===== src/rtl/restoring_div_ctrl.sv =====
// restoring_div_ctrl: iterative unsigned restoring divider, one quotient bit per cycle.
// Optional macro DIV_ZERO_DETECT_EN: a zero divisor bypasses the iterations and
// flags div_by_zero; without it div_by_zero is tied low and a zero divisor
// simply runs the full loop (quotient all-ones, remainder = dividend).
module restoring_div_ctrl #(
    parameter int unsigned WIDTH = 64
) (
    input  logic             clk,
    input  logic             rst,
    input  logic             start,
    input  logic [WIDTH-1:0] dividend,
    input  logic [WIDTH-1:0] divisor,
    output logic             busy,
    output logic             done,
    output logic [WIDTH-1:0] quotient,
    output logic [WIDTH-1:0] remainder,
    output logic             div_by_zero
);

    localparam int unsigned CNT_W = $clog2(WIDTH + 1);

    localparam logic [1:0] IDLE = 2'd0;
    localparam logic [1:0] RUN  = 2'd1;
    localparam logic [1:0] DONE = 2'd2;

    localparam logic [WIDTH:0] ONE_W1 = {{WIDTH{1'b0}}, 1'b1};

    logic [1:0]       r_state;
    logic [CNT_W-1:0] r_cnt;
    logic [WIDTH-1:0] r_rem;
    logic [WIDTH-1:0] r_quo;
    logic [WIDTH-1:0] r_dsr;

    logic [WIDTH:0]   w_rem_shift;
    logic [WIDTH:0]   w_sum;
    logic             w_no_borrow;

    // Shifted partial remainder {R, Q msb}; the single subtractor works on its low
    // WIDTH bits. If the shifted-out top bit is set the value already exceeds
    // any divisor, so the subtraction always succeeds and the result fits WIDTH bits.
    always_comb begin
        w_rem_shift = {r_rem, r_quo[WIDTH-1]};
        w_sum       = {1'b0, w_rem_shift[WIDTH-1:0]} + {1'b0, ~r_dsr} + ONE_W1;
        w_no_borrow = w_sum[WIDTH] | w_rem_shift[WIDTH];
    end

`ifdef DIV_ZERO_DETECT_EN
    logic r_dbz;
    assign div_by_zero = r_dbz;
`else
    assign div_by_zero = 1'b0;
`endif

    // Control FSM plus the quotient/remainder datapath registers.
    always_ff @(posedge clk or posedge rst) begin
        if (rst) begin
            r_state <= IDLE;
            r_cnt   <= '0;
            r_rem   <= '0;
            r_quo   <= '0;
            r_dsr   <= '0;
`ifdef DIV_ZERO_DETECT_EN
            r_dbz   <= 1'b0;
`endif
        end else begin
            case (r_state)
                IDLE: begin
                    if (start) begin
`ifdef DIV_ZERO_DETECT_EN
                        r_dbz <= 1'b0;
                        if (divisor == '0) begin
                            r_state <= DONE;
                            r_dsr   <= divisor;
                            r_quo   <= '1;
                            r_rem   <= dividend;
                            r_cnt   <= '0;
                            r_dbz   <= 1'b1;
                        end else
`endif
                        begin
                            r_state <= RUN;
                            r_dsr   <= divisor;
                            r_rem   <= '0;
                            r_quo   <= dividend;
                            r_cnt   <= CNT_W'(WIDTH);
                        end
                    end
                end
                RUN: begin
                    r_rem <= w_no_borrow ? w_sum[WIDTH-1:0] : w_rem_shift[WIDTH-1:0];
                    r_quo <= {r_quo[WIDTH-2:0], w_no_borrow};
                    r_cnt <= r_cnt - CNT_W'(1);
                    if (r_cnt == CNT_W'(1)) begin
                        r_state <= DONE;
                    end
                end
                DONE: begin
                    r_state <= IDLE;
                end
                default: begin
                    r_state <= IDLE;
                end
            endcase
        end
    end

    // Status and result outputs come straight from state and datapath registers.
    always_comb begin
        busy      = (r_state != IDLE);
        done      = (r_state == DONE);
        quotient  = r_quo;
        remainder = r_rem;
    end

endmodule


===== config.mk =====
export PLATFORM = sky130hd
export DESIGN_NAME = restoring_div_ctrl
export DESIGN_NICKNAME = d
export VERILOG_FILES = /design/src/rtl/restoring_div_ctrl.sv
export SDC_FILE = /design/constraint.sdc
export NUM_CORES = 1
export LEC_CHECK = 0
export CAP_MARGIN = 30
export CORE_MARGIN = 2
export CORE_UTILIZATION = 50
export DETAILED_ROUTE_END_ITERATION = 16
export GPL_ROUTABILITY_DRIVEN = 0
export PLACE_DENSITY = 0.9
export SYNTH_ARGS = -nofsm -noshare
export SYNTH_HDL_FRONTEND = slang
export SYNTH_SLANG_ARGS = --single-unit

===== constraint.sdc =====
create_clock -name clk -period 15.1 [get_ports clk]
set_clock_uncertainty 0.2 [all_clocks]
set_input_delay 3.02 -clock clk [delete_from_list [all_inputs] [get_ports clk]]
set_output_delay 3.02 -clock clk [all_outputs]
set_load 0.01 [all_outputs]

* Word-level counts from Yosys, hierarchy flattened *
Cells that the tools add are included.

cells by class
  add/sub/neg operators = 3
  multiplexer cells = 10
  bitwise operators = 2
  eq/ne operators = 5
  reduce and logical (&&, ||, !) cells = 6

operators by type and width
  cell                   count
  $pmux 64 s2            2
  $mux 64                3
  $add 64x64->65         1
  $add 65x1->65 const B  1
  $not 64->64            1
  $pmux 7 s2             1
  $eq 7x1->1 const B     1
  $mux 7                 1
  $sub 7x1->7 const B    1
  $reduce_and 2->1       3
  $mux 2                 2
  $ne 2x2->1 const B     2
  $pmux 2 s2             1
  $reduce_bool 2->1      2
  $eq 2x1->1 const B     1
  $eq 2x2->1 const B     1
  $logic_not 2->1        1
  $or 1x1->1             1

word-level totals
  register bits after elaboration = 201
  logic and storage cells = 31
  input bits = 131

* Depth between registers and ports, before layout *
Gate-level depths: netlist (run 1).

  depth after elaboration = 6
  mapped depth = 16

* Worst setup path before layout (run 1) *
OpenSTA, ideal clock, no wires.

  kind = input to register
  start = in start
  end = reg r_quo[10] (netlist: quotient[10])
  arrival = 4.334 ns
  library setup time = 0.066 ns
  slack = 10.500 ns
  cell stages on the path = 7
  path buffers = 3
  cell sequence = and2_1 clkbuf_1 nor2_1 clkbuf_1 buf_1 nand2_1 nand2_1

between the ends
  word-level cells in the longest chain between the ends = 2

RTL lines
  element                            RTL line  RTL
  start, declared                    10        input logic start,
  $ne 2x2->1 (no source line)        n/a
  $reduce_and 2->1 (no source line)  n/a
  end signal, assigned               84        r_quo <= dividend;
  end signal, assigned               91        r_quo <= {r_quo[WIDTH-2:0], w_no_borrow};
  end, declared                      31        logic [WIDTH-1:0] r_quo;

Every way passes these cells.
A chain may end at the register's enable or synchronous reset.

* Final worst setup path (run 1) *
  start = in start
  end = reg r_quo[30] (netlist: quotient[30])

The elaborated chain is that of the path after synthesis.

==> out/results.ini, run 1 <==
[synth]
synth_xor_area_share_pct = 4.058
yosysTopAreaCell = dfrtp_1
synth_seq_cells = 201
ys_warn_count = 0
synth-compound-area-share_pct = 25.03
async_reset_ff_share_pct = 100.0
syn_area_per_cell_um2 = 8.374
yosysSeqAreaShare_pct = 40.89
synthSimpleGateAreaFrac_pct = 16.32
synth_fa_ha_area_share_pct = 6.876
syn_nets = 1667
synth_top_family_by_area = compound AO/OA/AOI/OAI gates
synthMuxAreaShare_pct = 1.068
synth_edf_count = 0
netlist_instances = 1469
synthDistinctLibCells = 72
synth_ff_type = dfrtp_1
syn_area_um2 = 12300
synth_top_area_share_pct = 40.89
synth_top_cells_by_area = dfrtp_1, nand2_1, ha_1

[job]
maxCapViolations = 0

[cts]
path_clk_slew_ps = 60
cts-root-buf = clkbuf_16
holdBufCountCts = 0
clockBufferDepth = 3
cts_sinks = 201
post-cts-setup-buffers = 0
h-tree-depth = 1
cts_resized = 0
cts_tree = built
clock_latency_ps = 520
numCtsBuffers = 23

[die]
start_util_pct = 50.73
core_um2 = 24250
fp.dieH_um = 160.9
die_x_um = 160.9
ios = 262
fp-row-count = 57
die_area_um2 = 25870

[detailed_routing]
drc = 0
first_pass_iters = 5
vias = 11840
drt-total-wl_um = 36300
vias_per_cell = 5.871
antenna_left = 0
drtIter0Drc = 946
wl_per_cell_um = 18.00

[timing]
max_freq_ghz = 0.1756
min_period_ps = 5694
finalHoldViolations = 0
setup-violations-final = 0
finalSetupTns_ps = 0
rsz0062_at_grt = no
maxSlewHeadroom_pct = 30.53
holdWs_ps = 302.0
setup_ws_ps = 9406
worstMarginPinSlew_ps = 1040
final_max_slew_viol_count = 0
period_share_pct = 37.71

[finish]
n_antenna_cell = 0
fillers = 1946
fin_nets = 1875
area_growth_pct = 28.95
layout_commonest_cell = nand2_1
multi_input_area_um2 = 6596
finalNonFillerCells = 2017
drive_above_1_share_pct = 3.957
seq_area_um2 = 5030
final_cell_mix = nand2_1, clkdlybuf4s50_1, dfrtp_1

[global_routing]
grt_overflow = 0
grt_use_total_pct = 27.81
grt_max_degree = 119
antenna_found_initial = 0
grt_pass1_vias = 11810
grt_pass1_wl_um = 59200

[place]
io_buffers = 260
dpl.cell_count = 1976
hpwl_um = 25680
place_ws_ps = 8914

[pwr]
power.total_mw = 1.186
leakagePower_nw = 7.290
powerDensity_nw_per_um2 = 74.75
irDropWorstVdd_v = 0.00007146

[setup_path]
cp-end-kind = flip-flop
path_class = input pin to flip-flop
cp_data_required_time_ps = 15340
critPathLaunchType = input pin
cp_max_fo = 96
arrival_ps = 5930

[worst_hold_path]
holdCritPathClass = flip-flop to flip-flop

[run_status]
status = finished, final reports clean

## per-layer routing
layer | wire, um | GRT usage [%]
met1 | 14320 | 33.76
met5 | 0 | 0
met4 | 1504 | 11.93
met3 | 3054 | 5.837
met2 | 17420 | 47.99
## path summary, 6_finish.rpt
| path | startpoint | to | slack, ps | cells after the start |
|---|---|---|---|---|
| hold / removal | r_dsr[0] | r_dsr[0] | 300 | 2 |
| max in group asynchronous | rst | quotient[32] | 10590 | 4 |
| min in group asynchronous | rst | remainder[4] | 2830 | 2 |
| setup reg to reg | remainder[35] | remainder[58] | 10770 | 11 |
| hold reg to reg | r_dsr[0] | r_dsr[0] | 300 | 2 |
| setup / recovery | start | quotient[30] | 9410 | 6 |
## registers in the layout, indices dropped and copies added, names as in the netlist
signal     flops
r_state        2
remainder     64
r_dsr         64
quotient      64
r_cnt          7
## cells by family after synthesis
family / after synthesis
compound gates: 489
xor+xnor: 57
fa+ha+maj: 67
buf+inv: 169
flops: 201
mux: 13
other cells: 1
simple gates: 472
## cell usage after synthesis (all sizes together), types with 2 or more instances
library cell and count:
clkbuf 59, and2 2, nor2 46, a311oi 3, a22oi 63, nand2 320, o21a 14, nand2b 8
a211oi 4, a32oi 8, or2 2, xnor2 45, or4 4, o211ai 8, a221oi 4, nor4 4
or3 4, o311ai 4, a22o 7, ha 66, a31oi 4, mux2i 12, o31ai 8, o21bai 17
nor3 10, o21ai 176, nand3 38, o41ai 3, a21oi 106, nand4 16, nor2b 6, o2111ai 2
and3 5, a21o 37, o31a 4, inv 82, a21boi 4, dfrtp 201, a221o 2, and4 3
xor2 12, a2111oi 4, buf 28
## report_power, final
part	internal [mW]	leakage (nW)	switching, mW
logic	0.0303	4.81	0.0165
registers	0.539	2.09	0
clock network	0.373	0.386	0.228
## worst max-delay path, cell delays in order
cell             delay (ps)
clkdlybuf4s50_1         460
and2_4                  410
nor2_4                  920
buf_4                   760
nand2_1                 160
nand2_1                 120
## stage by stage
| stage | area (um^2) | util (%) |
|---|---|---|
| global route | 15860 | 65.42 |
| CTS | 15860 | 65.42 |
| global placement | 15000 | 61.87 |
| floorplan | 12300 | - |
| detailed placement | 15050 | 62.07 |
| finish | 15860 | 65.42 |
## final cells by class
class	instances	area share (%)
repair buffers	270	17.05
flip-flops and latches	201	31.71
inverters	82	1.988
multi-input cells	1099	41.58
clock buffers	33	4.180
well taps	324	2.556
clock inverters	8	0.9307
Power figures use the tool's default switching activity.
==> inputs of run 2 (changes only) <==
--- a/config.mk
+++ b/config.mk
@@ -7,10 +7,10 @@
 export LEC_CHECK = 0
 export CAP_MARGIN = 30
 export CORE_MARGIN = 2
-export CORE_UTILIZATION = 50
+export CORE_UTILIZATION = 47
 export DETAILED_ROUTE_END_ITERATION = 16
 export GPL_ROUTABILITY_DRIVEN = 0
-export PLACE_DENSITY = 0.9
+export PLACE_DENSITY = 0.89
 export SYNTH_ARGS = -nofsm -noshare
 export SYNTH_HDL_FRONTEND = slang
 export SYNTH_SLANG_ARGS = --single-unit
==> constraint.sdc (replaced) <==
create_clock -name clk -period 5.2 [get_ports clk]
set_clock_uncertainty 0.2 [all_clocks]
set_input_delay 1.04 -clock clk [delete_from_list [all_inputs] [get_ports clk]]
set_output_delay 1.04 -clock clk [all_outputs]
set_load 0.01 [all_outputs]
==> out/results.ini, run 2 (synthesis gave the netlist of run 1 again) <==
[run_status]
status = finished, final reports clean

[place]
hpwl_um = 25780  ; +0.38%
place_ws_ps = 1400  ; -7514 ps
place_area_um2 = 15090  ; +0.23%
io_buffers = 260  ; unchanged

[setup_path]
critPathTopFamily = compound AO/OA/AOI/OAI gates
cp-end-kind = flip-flop
path_class = flip-flop to flip-flop
arrival_ps = 4090  ; -1840 ps
crit_start = remainder[18]
worst-path-buf-inv = 1  ; -1
reg2reg_slack_ps = 1320  ; -9450 ps
max_stage_delay_ps = 500  ; -420 ps
r2r_start = remainder[18]
cp_max_fo = 16  ; -83%
slowest_stage = o31a_1
cp_data_required_time_ps = 5410  ; -9930 ps
critPathLaunchType = flip-flop
crit_top_cell = o21ai_0
worstPathCellList = ha_1 -> a21oi_1 -> o21ai_0 -> o2bb2ai_1 -> o21ai_0 -> nand3_1 -> o31ai_2 -> o31a_1 -> buf_4 -> nand2_1 -> a32o_1

[pwr]
internal-power_mw = 2.690  ; +190%
powerDensity_nw_per_um2 = 215.8  ; +190%
p_comb_share_pct = 3.9  ; about the same
irDropWorstVdd_v = 0.0002496  ; +250%
leakagePower_nw = 7.326  ; +0.49%
clkPwrFrac_pct = 50.6  ; about the same
sw_frac_of_total_pct = 21.74  ; +1.2 points
power_frac_seq_pct = 45.5  ; about the same
p_sw_mw = 0.7474  ; +210%

[cts]
cts_resized = 0  ; unchanged
path_clk_slew_ps = 70  ; about the same
clockBufferDepth = 3  ; unchanged
post-cts-setup-buffers = 0  ; unchanged
numCtsBuffers = 23  ; unchanged
cts_sinks = 201  ; unchanged
h-tree-depth = 1  ; unchanged
cts-root-buf = clkbuf_16
holdBufCountCts = 0  ; unchanged
cts_tree = built
clock_latency_ps = 530  ; about the same

[worst_hold_path]
hold_start = r_dsr[0]
holdCritPathClass = flip-flop to flip-flop

[detailed_routing]
vias_per_cell = 5.788  ; -1.4%
highest_layer = met4
drc = 0  ; unchanged
drt-total-wl_um = 36290  ; about the same
wl_per_cell_um = 17.85  ; -0.81%
antenna_left = 0  ; unchanged
first_pass_iters = 8  ; +3
drtIter0Drc = 760  ; -20%
wl_met1_um = 14520  ; +1.4%
routed-wl-met2_um = 17200  ; -1.2%
dr_wl_met3_um = 3330  ; +9.0%
vias = 11770  ; -0.62%

[finish]
final_area_um2 = 15930  ; +0.43%
seq_area_um2 = 5030  ; unchanged
post-route-util_pct = 61.48  ; -3.9 points
final_cell_mix = nand2_1, clkdlybuf4s50_1, dfrtp_1
multi_input_area_um2 = 6596  ; unchanged
drive_above_1_share_pct = 4.478  ; +0.52 points
fillers = 2180  ; +12%
fin_nets = 1878  ; +0.16%
area_growth_pct = 29.50
layout_commonest_cell = nand2_1

[timing]
min_period_ps = 3883
rsz0062_at_grt = no
max_freq_ghz = 0.2575
worstMarginPinSlew_ps = 892.1  ; -147.5 ps
setup_ws_ps = 1317  ; -8090 ps
setup-violations-final = 0  ; unchanged
holdWs_ps = 293.9  ; -8.102 ps
final_max_slew_viol_count = 0  ; unchanged
finalHoldViolations = 0  ; unchanged
finalSetupTns_ps = 0  ; unchanged
period_share_pct = 74.68
maxSlewHeadroom_pct = 40.39  ; +9.9 points

[global_routing]
grt_max_degree = 194  ; +63%
antenna_found_initial = 1  ; +1
grt_overflow = 0  ; unchanged
grt_pass1_vias = 11760  ; -0.44%
grt_use_total_pct = 25.67  ; -2.1 points
grt_pass1_wl_um = 58910  ; -0.50%

[die]
die_area_um2 = 27480  ; +6.2%
start_util_pct = 47.48  ; -3.3 points
ios = 262  ; unchanged
fp.dieH_um = 165.8  ; +3.1%
fp-row-count = 59  ; +3.5%
core_um2 = 25910  ; +6.9%
die_x_um = 165.8  ; +3.1%

[job]
maxCapViolations = 0  ; unchanged

==> run 2: cell count changes in the layout (fill, tap and decap cells not counted), sizes merged <==
| cell | previous run | this run |
|---|---|---|
| buf | 10 | 13 |
| bufinv | 4 | 3 |
| clkbuf | 33 | 28 |
| inv | 82 | 83 |
| diode | 0 | 1 |
| clkinv | 1 | 7 |
==> run 2: metrics by stage <==
stage / std cells / total power, mW
after floorplan: 1469 / 1.618
after global placement: 1989 / 1.728
after detailed placement: 1989 / 1.730
after CTS: 2031 / 3.468
after global routing: 2032 / 3.544
final: 2033 / 3.437
==> run 2: worst paths after layout <==
kind	to	cells past startpoint
worst max register to register	remainder[0]	11
worst min-delay path	r_dsr[0]	2
worst min register to register	r_dsr[0]	2
max in group asynchronous	remainder[17]	3
min in group asynchronous	r_dsr[3]	3
worst max-delay path	remainder[0]	11
==> run 2: power groups by stage <==
stage	Clock [mW]	Combinational (mW)	Sequential, mW
final	1.74	0.135	1.56
after global routing	1.83	0.147	1.56
after CTS	1.77	0.138	1.56
after detailed placement	0	0.137	1.59
after global placement	0	0.136	1.59
after floorplan	0	0.0248	1.59
==> run 2: area by class of cell <==
cell class / instances / area share (%)
clock buffers: 28 / 4.045
well taps: 335 / 2.631
multi-input cells: 1099 / 41.41
flip-flops and latches: 201 / 31.57
inverters: 82 / 1.956
diodes: 1 / 0.01571
repair buffers: 273 / 17.31
clock inverters: 14 / 1.060
==> run 2: metal layers <==
| layer | global-route usage [%] | vias to the layer above |
|---|---|---|
| met3 | 6.578 | 87 |
| met1 | 31.47 | 5559 |
| li1 | - | 5566 |
| met4 | 9.527 | 0 |
| met2 | 43.77 | 555 |
| met5 | 0 | - |
==> run 2: tightest hold or removal path, delay by kind of cell, from the launching register on <==
kind             cells  cell delay (ps)
DFF                  1              340
and+or+nand+nor      2              120
==> inputs of run 3 (changes only) <==
--- a/config.mk
+++ b/config.mk
@@ -7,10 +7,10 @@
 export LEC_CHECK = 0
 export CAP_MARGIN = 30
 export CORE_MARGIN = 2
-export CORE_UTILIZATION = 47
+export CORE_UTILIZATION = 50
 export DETAILED_ROUTE_END_ITERATION = 16
 export GPL_ROUTABILITY_DRIVEN = 0
-export PLACE_DENSITY = 0.89
+export PLACE_DENSITY = 0.9
 export SYNTH_ARGS = -nofsm -noshare
 export SYNTH_HDL_FRONTEND = slang
 export SYNTH_SLANG_ARGS = --single-unit
==> constraint.sdc (replaced) <==
create_clock -name clk -period 3.8 [get_ports clk]
set_clock_uncertainty 0.2 [all_clocks]
set_input_delay 0.76 -clock clk [delete_from_list [all_inputs] [get_ports clk]]
set_output_delay 0.76 -clock clk [all_outputs]
set_load 0.01 [all_outputs]
==> out/results.ini, run 3 (synthesis gave the netlist of run 1 again) <==
[setup_path]
reg2reg_to = remainder[54]
critPathTopFamily = compound AO/OA/AOI/OAI gates
path_class = flip-flop to flip-flop
crit_start = quotient[63]
slowest_stage = fa_1
cp-end-kind = flip-flop
r2r_start = quotient[63]
max_stage_delay_ps = 410  ; -90 ps
critPathLaunchType = flip-flop
cp_max_fo = 4  ; -12
worst-path-buf-inv = 3  ; +2
crit_top_cell = inv_1
r2r_cells = 14  ; +3
cp_data_required_time_ps = 4020  ; -1390 ps
worstPathCellList = inv_1 -> ha_1 -> inv_1 -> fa_1 -> a21o_1 -> a221o_1 -> o2111ai_1 -> o211ai_1 -> o311ai_2 -> buf_4 -> a2111oi_2 -> or3_1 -> nand3_1 -> a21oi_1
arrival_ps = 3840  ; -250 ps
reg2reg_slack_ps = 180  ; -1140 ps

[timing]
finalHoldViolations = 0  ; unchanged
finalSetupTns_ps = 0  ; unchanged
worstMarginPinSlew_ps = 865.2  ; -26.89 ps
final_max_slew_viol_count = 0  ; unchanged
setup_ws_ps = 181.0  ; -1136 ps
period_share_pct = 95.24  ; +21 points
min_period_ps = 3619  ; -264.4 ps
maxSlewHeadroom_pct = 42.32  ; +1.9 points
setup-violations-final = 0  ; unchanged
max_freq_ghz = 0.2763  ; +7.3%

[finish]
drive_above_1_share_pct = 5.094  ; +0.62 points
final_cell_mix = nand2_1, clkdlybuf4s50_1, dfrtp_1
n_antenna_cell = 0  ; -1
area_growth_pct = 30.59
fin_nets = 1888  ; +0.53%
multi_input_area_um2 = 6618  ; +0.32%
fillers = 1922  ; -12%
seq_area_um2 = 5030  ; unchanged
layout_commonest_cell = nand2_1
finalNonFillerCells = 2032  ; -0.049%

[worst_hold_path]
holdCritPathClass = input pin to async pin

[cts]
cts_sinks = 201  ; unchanged
path_clk_slew_ps = 60  ; about the same
numCtsBuffers = 24  ; +4.3%
cts-root-buf = clkbuf_16
holdBufCountCts = 0  ; unchanged
h-tree-depth = 1  ; unchanged
clock_latency_ps = 530  ; about the same
clockBufferDepth = 3  ; unchanged
cts_tree = built

[die]
die_x_um = 160.9  ; -3.0%
fp-row-count = 57  ; -3.4%
core_um2 = 24250  ; -6.4%
die_area_um2 = 25870  ; -5.9%
ios = 262  ; unchanged
start_util_pct = 50.73  ; +3.3 points
fp.dieH_um = 160.9  ; -3.0%

[global_routing]
grt_max_degree = 194  ; unchanged
grt_pass1_wl_um = 59020  ; +0.20%
grt_overflow = 0  ; unchanged
grt_use_total_pct = 27.71  ; +2.0 points
antenna_found_initial = 0  ; -1
grt_pass1_vias = 11740  ; -0.19%

[detailed_routing]
drc = 0  ; unchanged
vias = 11830  ; +0.57%
drtIter0Drc = 831  ; +9.3%
drt-total-wl_um = 36490  ; +0.55%
wl_per_cell_um = 17.96  ; +0.60%
vias_per_cell = 5.824  ; +0.62%
antenna_left = 0  ; unchanged
first_pass_iters = 5  ; -3

[pwr]
irDropWorstVdd_v = 0.0003758  ; +51%
leakagePower_nw = 7.392  ; +0.90%
powerDensity_nw_per_um2 = 302.9  ; +40%

[place]
hpwl_um = 26260  ; +1.9%
io_buffers = 260  ; unchanged
dpl.cell_count = 1987  ; -0.10%
place_ws_ps = 161.0  ; -1239 ps

[run_status]
status = finished, final reports clean

[job]
maxCapViolations = 0  ; unchanged

==> run 3: changes by cell type in the layout (fill, tap and decap cells not counted), moves of 2 or more <==
cell       previous run  this run
buf_4                 9        18
clkbuf_1              0         2
clkbuf_16            23        25
clkinv_4              3         1
==> run 3: metrics by stage <==
step / util (%) / total power [mW] / hold slack (ps) / cell area [um^2]
floorplan: - / 2.214 / 249.3 / 12310
finish: 66.25 / 4.866 / 265.1 / 16070
detailed placement: 62.49 / 2.365 / 276.4 / 15150
global route: 66.25 / 5.011 / 271.4 / 16070
CTS: 66.14 / 4.908 / 251.5 / 16040
global placement: 62.49 / 2.363 / 264.8 / 15150
==> run 3: cell type report <==
cell class,instances,share of cell area (%)
Clock buffer,33,4.455
Clock inverter,11,1.044
Tap cell,324,2.523
Multi-Input combinational cell,1099,41.19
Sequential cell,201,31.31
Timing Repair Buffer,282,17.54
Inverter,82,1.939
==> run 3: where the power goes <==
| group | leakage, nW | switching (mW) | total [mW] | internal, mW |
|---|---|---|---|---|
| Clock | 0.431 | 0.953 | 2.54 | 1.59 |
| Sequential | 2.09 | 0 | 2.14 | 2.14 |
| Combinational | 4.87 | 0.0623 | 0.183 | 0.121 |
==> run 3: how the worst max path moves through the flow <==
stage,endpoint,slack (ps),cells after the start
CTS,remainder[50],140,15
global route,remainder[54],-40,14
global placement,remainder[54],320,14
detailed placement,remainder[50],160,15
floorplan,quotient[0],240,1
finish,remainder[54],180,14
==> run 3: layer usage <==
layer / up-vias / wire length (um) / GRT usage (%)
met3: 97 / 3495 / 6.844
li1: 5600 / - / -
met4: 0 / 1420 / 11.12
met5: - / 0 / 0
met2: 568 / 17610 / 47.93
met1: 5569 / 13960 / 33.19
==> run 3: timing repair <==
item / CTS / global route
gates resized for setup: 0 / 3
buffers inserted: 0 / 1
setup endpoints to repair: 0 / 15
